## src/rtl/demux4_rr_dispatcher.sv

```systemverilog
// Round-robin / fixed-destination dispatcher feeding four one-word lane buffers.
// A lane draining this cycle can take a new word on the same edge.
module demux4_rr_dispatcher #(
    parameter int unsigned N  = 8,
    parameter int unsigned CW = 16
) (
    input  logic          clk,
    input  logic          rst_n,
    input  logic [N-1:0]  in_data,
    input  logic          in_valid,
    output logic          in_ready,
    input  logic          cfg_mode,
    input  logic [1:0]    cfg_dest,
    output logic [N-1:0]  z0,
    output logic [N-1:0]  z1,
    output logic [N-1:0]  z2,
    output logic [N-1:0]  z3,
    output logic [3:0]    out_valid,
    input  logic [3:0]    out_ready,
    output logic [1:0]    sel,
    output logic [CW-1:0] xfer_cnt
);

    logic [N-1:0]  lane_q [4];
    logic [3:0]    valid_q;
    logic [3:0]    valid_d;
    logic [1:0]    ptr_q;
    logic [1:0]    sel_q;
    logic [CW-1:0] cnt_q;

    logic [3:0] lane_free;
    logic [3:0] load;
    logic [3:0] drain;
    logic [1:0] grant;
    logic [1:0] idx;
    logic       grant_vld;
    logic       accept;

    assign lane_free = ~valid_q | out_ready;

    // Walk from the farthest offset back to ptr so the nearest free lane wins.
    always_comb begin
        grant     = cfg_dest;
        grant_vld = 1'b0;
        idx       = 2'd0;
        if (cfg_mode) begin
            grant_vld = lane_free[cfg_dest];
        end else begin
            for (int i = 3; i >= 0; i--) begin
                idx = ptr_q + 2'(i);
                if (lane_free[idx]) begin
                    grant     = idx;
                    grant_vld = 1'b1;
                end
            end
        end
    end

    assign in_ready = grant_vld;
    assign accept   = in_valid && grant_vld;
    assign load     = accept ? (4'b0001 << grant) : 4'b0000;
    assign drain    = valid_q & out_ready;
    assign valid_d  = (valid_q & ~drain) | load;

    always_ff @(posedge clk or negedge rst_n) begin
        if (!rst_n) begin
            for (int k = 0; k < 4; k++) begin
                lane_q[k] <= '0;
            end
            valid_q <= 4'b0000;
            ptr_q   <= 2'd0;
            sel_q   <= 2'd0;
            cnt_q   <= '0;
        end else begin
            for (int k = 0; k < 4; k++) begin
                if (load[k]) begin
                    lane_q[k] <= in_data;
                end
            end
            valid_q <= valid_d;
            if (accept) begin
                sel_q <= grant;
                cnt_q <= cnt_q + CW'(1);
                if (!cfg_mode) begin
                    ptr_q <= grant + 2'd1;
                end
            end
        end
    end

    assign z0        = lane_q[0];
    assign z1        = lane_q[1];
    assign z2        = lane_q[2];
    assign z3        = lane_q[3];
    assign out_valid = valid_q;
    assign sel       = sel_q;
    assign xfer_cnt  = cnt_q;

endmodule

```

## config.mk

```make
export PLATFORM = sky130hd
export DESIGN_NAME = demux4_rr_dispatcher
export DESIGN_NICKNAME = d
export VERILOG_FILES = /design/src/rtl/demux4_rr_dispatcher.sv
export SDC_FILE = /design/constraint.sdc
export NUM_CORES = 1
export LEC_CHECK = 0
export CAP_MARGIN = 20
export CORE_ASPECT_RATIO = 1.2
export CORE_MARGIN = 2
export CORE_UTILIZATION = 25
export CTS_BUF_LIST = sky130_fd_sc_hd__clkbuf_4 sky130_fd_sc_hd__clkbuf_8 sky130_fd_sc_hd__clkbuf_16
export CTS_CLUSTER_DIAMETER = 50
export DETAILED_ROUTE_END_ITERATION = 10
export PLACE_DENSITY = 0.53
export SLEW_MARGIN = 20
export SYNTH_ARGS = -nofsm -noshare
export SYNTH_HDL_FRONTEND = slang
export SYNTH_SLANG_ARGS = --single-unit
```

## constraint.sdc

```tcl
create_clock -name clk -period 3.9 [get_ports clk]
set_clock_uncertainty 0.15 [all_clocks]
set_input_delay 0.78 -clock clk [delete_from_list [all_inputs] [get_ports clk]]
set_output_delay 0.78 -clock clk [all_outputs]
set_load 0.03 [all_outputs]
```

## Word-level counts from Yosys, hierarchy flattened

Cells that the tools add are included.

- Output and inout port bits: 55
- Word-level logic and storage cells: 49
- Register bits after elaboration: 56
- Bits of input ports: 18

- $lt $le $gt $ge: 5
- Mux-type cells: 21
- Shift operators: 1
- Reduce and logical (&&, ||, !) cells: 2
- $add $sub $neg: 5
- Bitwise operators: 7

Operator list:

| kind | count |
|---|---|
| 16-bit by 1-bit adder with 16-bit output, second input constant | 1 |
| 2-bit by 3-bit < comparator with 1-bit output, second input constant | 5 |
| 1-bit binary-select mux with 2-bit select | 5 |
| 1-bit two-way mux | 10 |
| 2-bit two-way mux | 5 |
| 4-bit AND | 2 |
| 4-bit inverter | 2 |
| 4-bit bitwise OR | 2 |
| 2-bit by 1-bit adder with 2-bit output, second input constant | 2 |
| 2-bit adder, second input constant | 2 |
| 4-bit two-way mux | 1 |
| 1-bit by 2-bit << shifter with 4-bit output, first input constant | 1 |
| 2-bit AND reduction | 1 |
| 1-bit logical AND | 1 |
| 1-bit inverter | 1 |

## Logic depth before layout (Yosys ltp)

- Depth after elaboration: 12
- Depth in mapped cells: 10
- Depth with buffers taken out: 7

## Least setup slack after synthesis

Ideal clock, no wire load.

- Path type: input port to flip-flop
- Start: input port out_ready[1]
- End: register lane_q (netlist bit z1[0])
- Path buffers: 1
- Stages: 8
- Data required time: 3.625 ns
- Path slack: 1.040 ns
- Library setup time: 0.125 ns
- Arrival time: 2.585 ns
- Cells stage by stage: nand2b_1 or4_1 nand3_1 o211ai_1 o211a_1 buf_6 nor3_4 mux2_2

- Word-level cells in the longest chain between the ends: 10
- Elaborated cells on any way between the ends: 24
- Those cells by class: shift: 1; mux: 21; bitwise: 1; reduce/logical: 1

RTL lines:

| what | RTL line | text |
|---|---|---|
| start: declaration | 19 | `input logic [3:0] out_ready,` |
| 4-bit bitwise OR (*) | 39 | `assign lane_free = ~valid_q \| out_ready;` |
| 1-bit binary-select mux with 2-bit select | 51 | `if (lane_free[idx]) begin` |
| 1-bit two-way mux (not written as such) | 51 |  |
| 2-bit two-way mux / 1-bit two-way mux (equally long branches) (4 in a row) | 51 |  |
| 2-bit two-way mux / 1-bit two-way mux (equally long branches) | 46 | `if (cfg_mode) begin` |
| 1-bit by 2-bit << shifter with 4-bit output / 1-bit logical AND (equally long branches) | 61, 60 |  |
| 4-bit two-way mux (*) | 61 | `assign load = accept ? (4'b0001 << grant) : 4'b0000;` |
| end signal: indexed assignment | 77 | `lane_q[k] <= in_data;` |
| end: declaration | 24 | `logic [N-1:0] lane_q [4];` |

Every way passes the cells marked *; elsewhere a longest branch is shown, timed or not. The select of a mux whose other input is x is not followed.
A chain may end at the register's enable or synchronous reset.

## Worst setup path after layout

- Start: input port out_ready[0]
- End: output port in_ready

- Word-level cells in the longest chain between the ends: 8
- Elaborated cells on any way between the ends: 16
- Those cells by class: mux: 15; bitwise: 1

RTL lines:

| what | RTL line | text |
|---|---|---|
| 4-bit bitwise OR (*) | 39 |  |
| 1-bit binary-select mux with 2-bit select | 51 |  |
| 1-bit two-way mux (not written as such) | 51 |  |
| 1-bit two-way mux (4 in a row) | 51 |  |
| 1-bit two-way mux (*) | 46 |  |
| end: declaration | 11 | `output logic in_ready,` |

Marks and branches as above.

==> results by group <==
Final layout
  • Syn-to-layout area delta: 41.8%
  • Most frequent cells in the layout: clkdlybuf4s50_1 (71), dfrtp_1 (56), mux2_2 (31), nand2_1 (17)
  • Layout cells sized above 1: 0.186
  • Nets: 319
  • Layout filler cell count: 1036
  • Most common cell after layout, fill and taps aside: clkdlybuf4s50_1
  • Ant diodes: 0

STA
  • Slew @ Worst Pin: 0.932 ns
  • Fin. max-slew vios: 0
  • Setup TNS: 0 ns
  • Worst slew margin: 0.379
  • F_max: 0.270 GHz
  • Minimum clock period: 3.71 ns
  • Final setup violation count: 0
  • Hold Violations, Final: 0
  • RSZ-0062 raised after global routing: no
  • Final Cycle Share: 0.951

Power and ir drop
  • Final Power: 2.90 mW
  • Switch share: 0.406
  • Part of the power in registers: 0.344
  • Clock Power Share: 0.154
  • Sw power: 1.18 mW
  • Int Pwr: 1.72 mW
  • Worst vdd ir: 0.481 mV
  • Comb pwr share: 0.501
  • Static leakage: 1.51 nW
  • Pwr/cell area: 797 mW/mm^2

Synthesis
  • Post-Syn Area per Cell: 11.9 sq um
  • Primary FF master, synth: dfrtp_1
  • Synth warn: 0
  • Synth Net Count: 235
  • Synth Cell Area: 0.00256 sq mm
  • Share of the synthesized area in the top cell type: 0.546
  • Register area share after synthesis: 0.546
  • Post-synth EDFFs: 0
  • Synth area leader: dfrtp_1
  • Cells after synthesis: 216
  • Post-synthesis register bit count: 56
  • Distinct cell type count after synthesis: 44
  • Synth async-reset ratio: 1.00
  • Top cells by area, synth: dfrtp_1 (55%), mux2_2 (14%), xnor2_1 (3.8%), nand2_1 (2.5%), xor2_1 (2.0%)

Detailed routing
  • Vias: 1928
  • WL/cell: 14.4 um
  • Vias per Instance: 4.52
  • DR DRC count: 0
  • Initial DRC count: 37
  • DRT Pass-1 Iters: 4
  • WL final: 6140 um
  • Post-route ant nets: 0

Floorplan
  • Core footprint: 0.0100 sq mm
  • Core Rows: 40
  • Chip Width: 96.5 um
  • Die H: 115 um
  • # IOs: 73
  • Die Area: 0.0111 sq mm
  • Initial Util: 0.256

Clock network
  • Clk_lat worst skew: 0.29 ns
  • Hold Buf Count CTS: 0
  • TritonCTS clock tree: built
  • CTS resizes: 0
  • Longest Clk Path Bufs: 2
  • CTS root buffer: clkbuf_16
  • Clock sinks: 56
  • Reg clk slew, reported paths: 0.07 ns
  • TritonCTS buffer count: 5
  • Htree depth: 2
  • Setup bufs post-CTS: 0

Hold path
  • Hold Path Depth: 1
  • Min-Delay Endpoint: xfer_cnt[15]
  • Hold Crit Class: flip-flop to flip-flop
  • Hold path startpoint: xfer_cnt[15]

Placed design
  • GPL Wtd Cong: 0.832
  • Placed wire-length estimate: 4370 um
  • IO Port Bufs: 72

Worst setup path
  • R2R cell count: 7
  • Critical Path End Type: output port
  • Worst reg-to-reg setup slack: 0.98 ns
  • Crit path arrival time: 2.78 ns
  • Crit Path Class: input pin to output port
  • R2r endpoint: z2[3]
  • Crit-path max FO: 4
  • CP required: 2.97 ns
  • Startpoint Class: input pin
  • FF-to-FF Start: ptr_q[0]
  • Crit path from: out_ready[0]

GRT
  • Met1 usage: 0.160
  • First-pass GRT wire length: 10100 um
  • Via count of the first global-routing pass: 1951
  • GRT Max-Usage Layer: met2
  • GR Layer Usage met3: 0.0334
  • Total GRT Usage: 0.117
  • Met2 usage: 0.183
  • Largest net degree at the start of global routing: 42
  • Grt total ovfl: 0
  • Initial antenna violation count: 0

Outcome
  • Outcome: completed

Run
  • Max Cap Viol: 0
-- registers in the layout, summed over array words and instances (netlist names) --
| signal | cells |
|---|---|
| xfer_cnt | 16 |
| z0 | 8 |
| z1 | 8 |
| z2 | 8 |
| z3 | 8 |
| out_valid | 4 |
| ptr_q | 2 |
| sel | 2 |
-- kinds of logic after synthesis --
family,count (synthesis),share of synthesized area
buffers and inverters,11,0.0200
AND/OR/NAND/NOR,71,0.154
XOR/XNOR,17,0.0580
flip-flops,56,0.546
AO/OA/AOI/OAI,27,0.0727
adder cells (fa/ha/maj),1,0.00488
multiplexers,33,0.144
-- stage by stage --
step | utilization | instances | hold slack [ns] | area, sq um | setup slack [ns]
floorplan | - | 216 | 0.334 | 2560 | 1.04
global placement | 0.349 | 419 | 0.313 | 3490 | 0.233
detailed placement | 0.349 | 419 | 0.320 | 3490 | 0.196
CTS | 0.363 | 427 | 0.334 | 3640 | 0.194
global route | 0.363 | 427 | 0.368 | 3640 | 0.0359
finish | 0.363 | 427 | 0.326 | 3640 | 0.191
-- power by group through the flow --
| stage | combinational (mW) | sequential [mW] | clock (mW) |
|---|---|---|---|
| 2_1_floorplan | 0.436 | 1.41 | 0 |
| 3_3_place_gp | 1.47 | 1.00 | 0 |
| 3_5_place_dp | 1.47 | 1.01 | 0 |
| 4_1_cts | 1.47 | 1.00 | 0.471 |
| 5_1_grt | 1.55 | 1.03 | 0.490 |
| 6_report | 1.45 | 0.997 | 0.447 |
-- per-layer routing --
metal  share of wire  vias up
met5               0        -
met1            0.47      940
met4           0.011        0
met3           0.056        6
li1                -      935
met2            0.47       47
-- worst max-delay path, stage by stage --
cell and delay (ns):
clkdlybuf4s50_1 0.46, nor4bb_1 0.47, a21oi_1 0.15, o2bb2ai_1 0.24
nand2_1 0.08, clkdlybuf4s50_1 0.60
-- synthesized netlist by cell type, drive strengths merged, types with 2 or more instances --
cell type	count
and3b	3
nor4bb	2
mux2	32
nor2b	5
nand2	17
inv	5
nor2	10
nor3	5
a32oi	2
xnor2	11
o211ai	2
dfrtp	56
a21oi	4
nor3b	2
xor2	6
o31ai	2
nand4	5
nand2b	6
and2	2
o21ai	9
or2	3
buf	4
clkbuf	2
nand3	7
-- worst max path at each step --
stage / endpoint
finish: in_ready
CTS: in_ready
detailed placement: in_ready
global route: in_ready
floorplan: z1[0]
global placement: in_ready
-- final cells by class --
type / instances / area [sq um] / area share
inverter: 5 / 18.8 / 0.00516
multi-input combinational: 149 / 1110 / 0.306
clock inverter: 3 / 22.5 / 0.00619
sequential: 56 / 1400 / 0.385
tap: 126 / 158 / 0.0434
clock buffer: 5 / 125 / 0.0344
timing repair buffer: 83 / 798 / 0.220
Power figures use the tool's default switching activity.
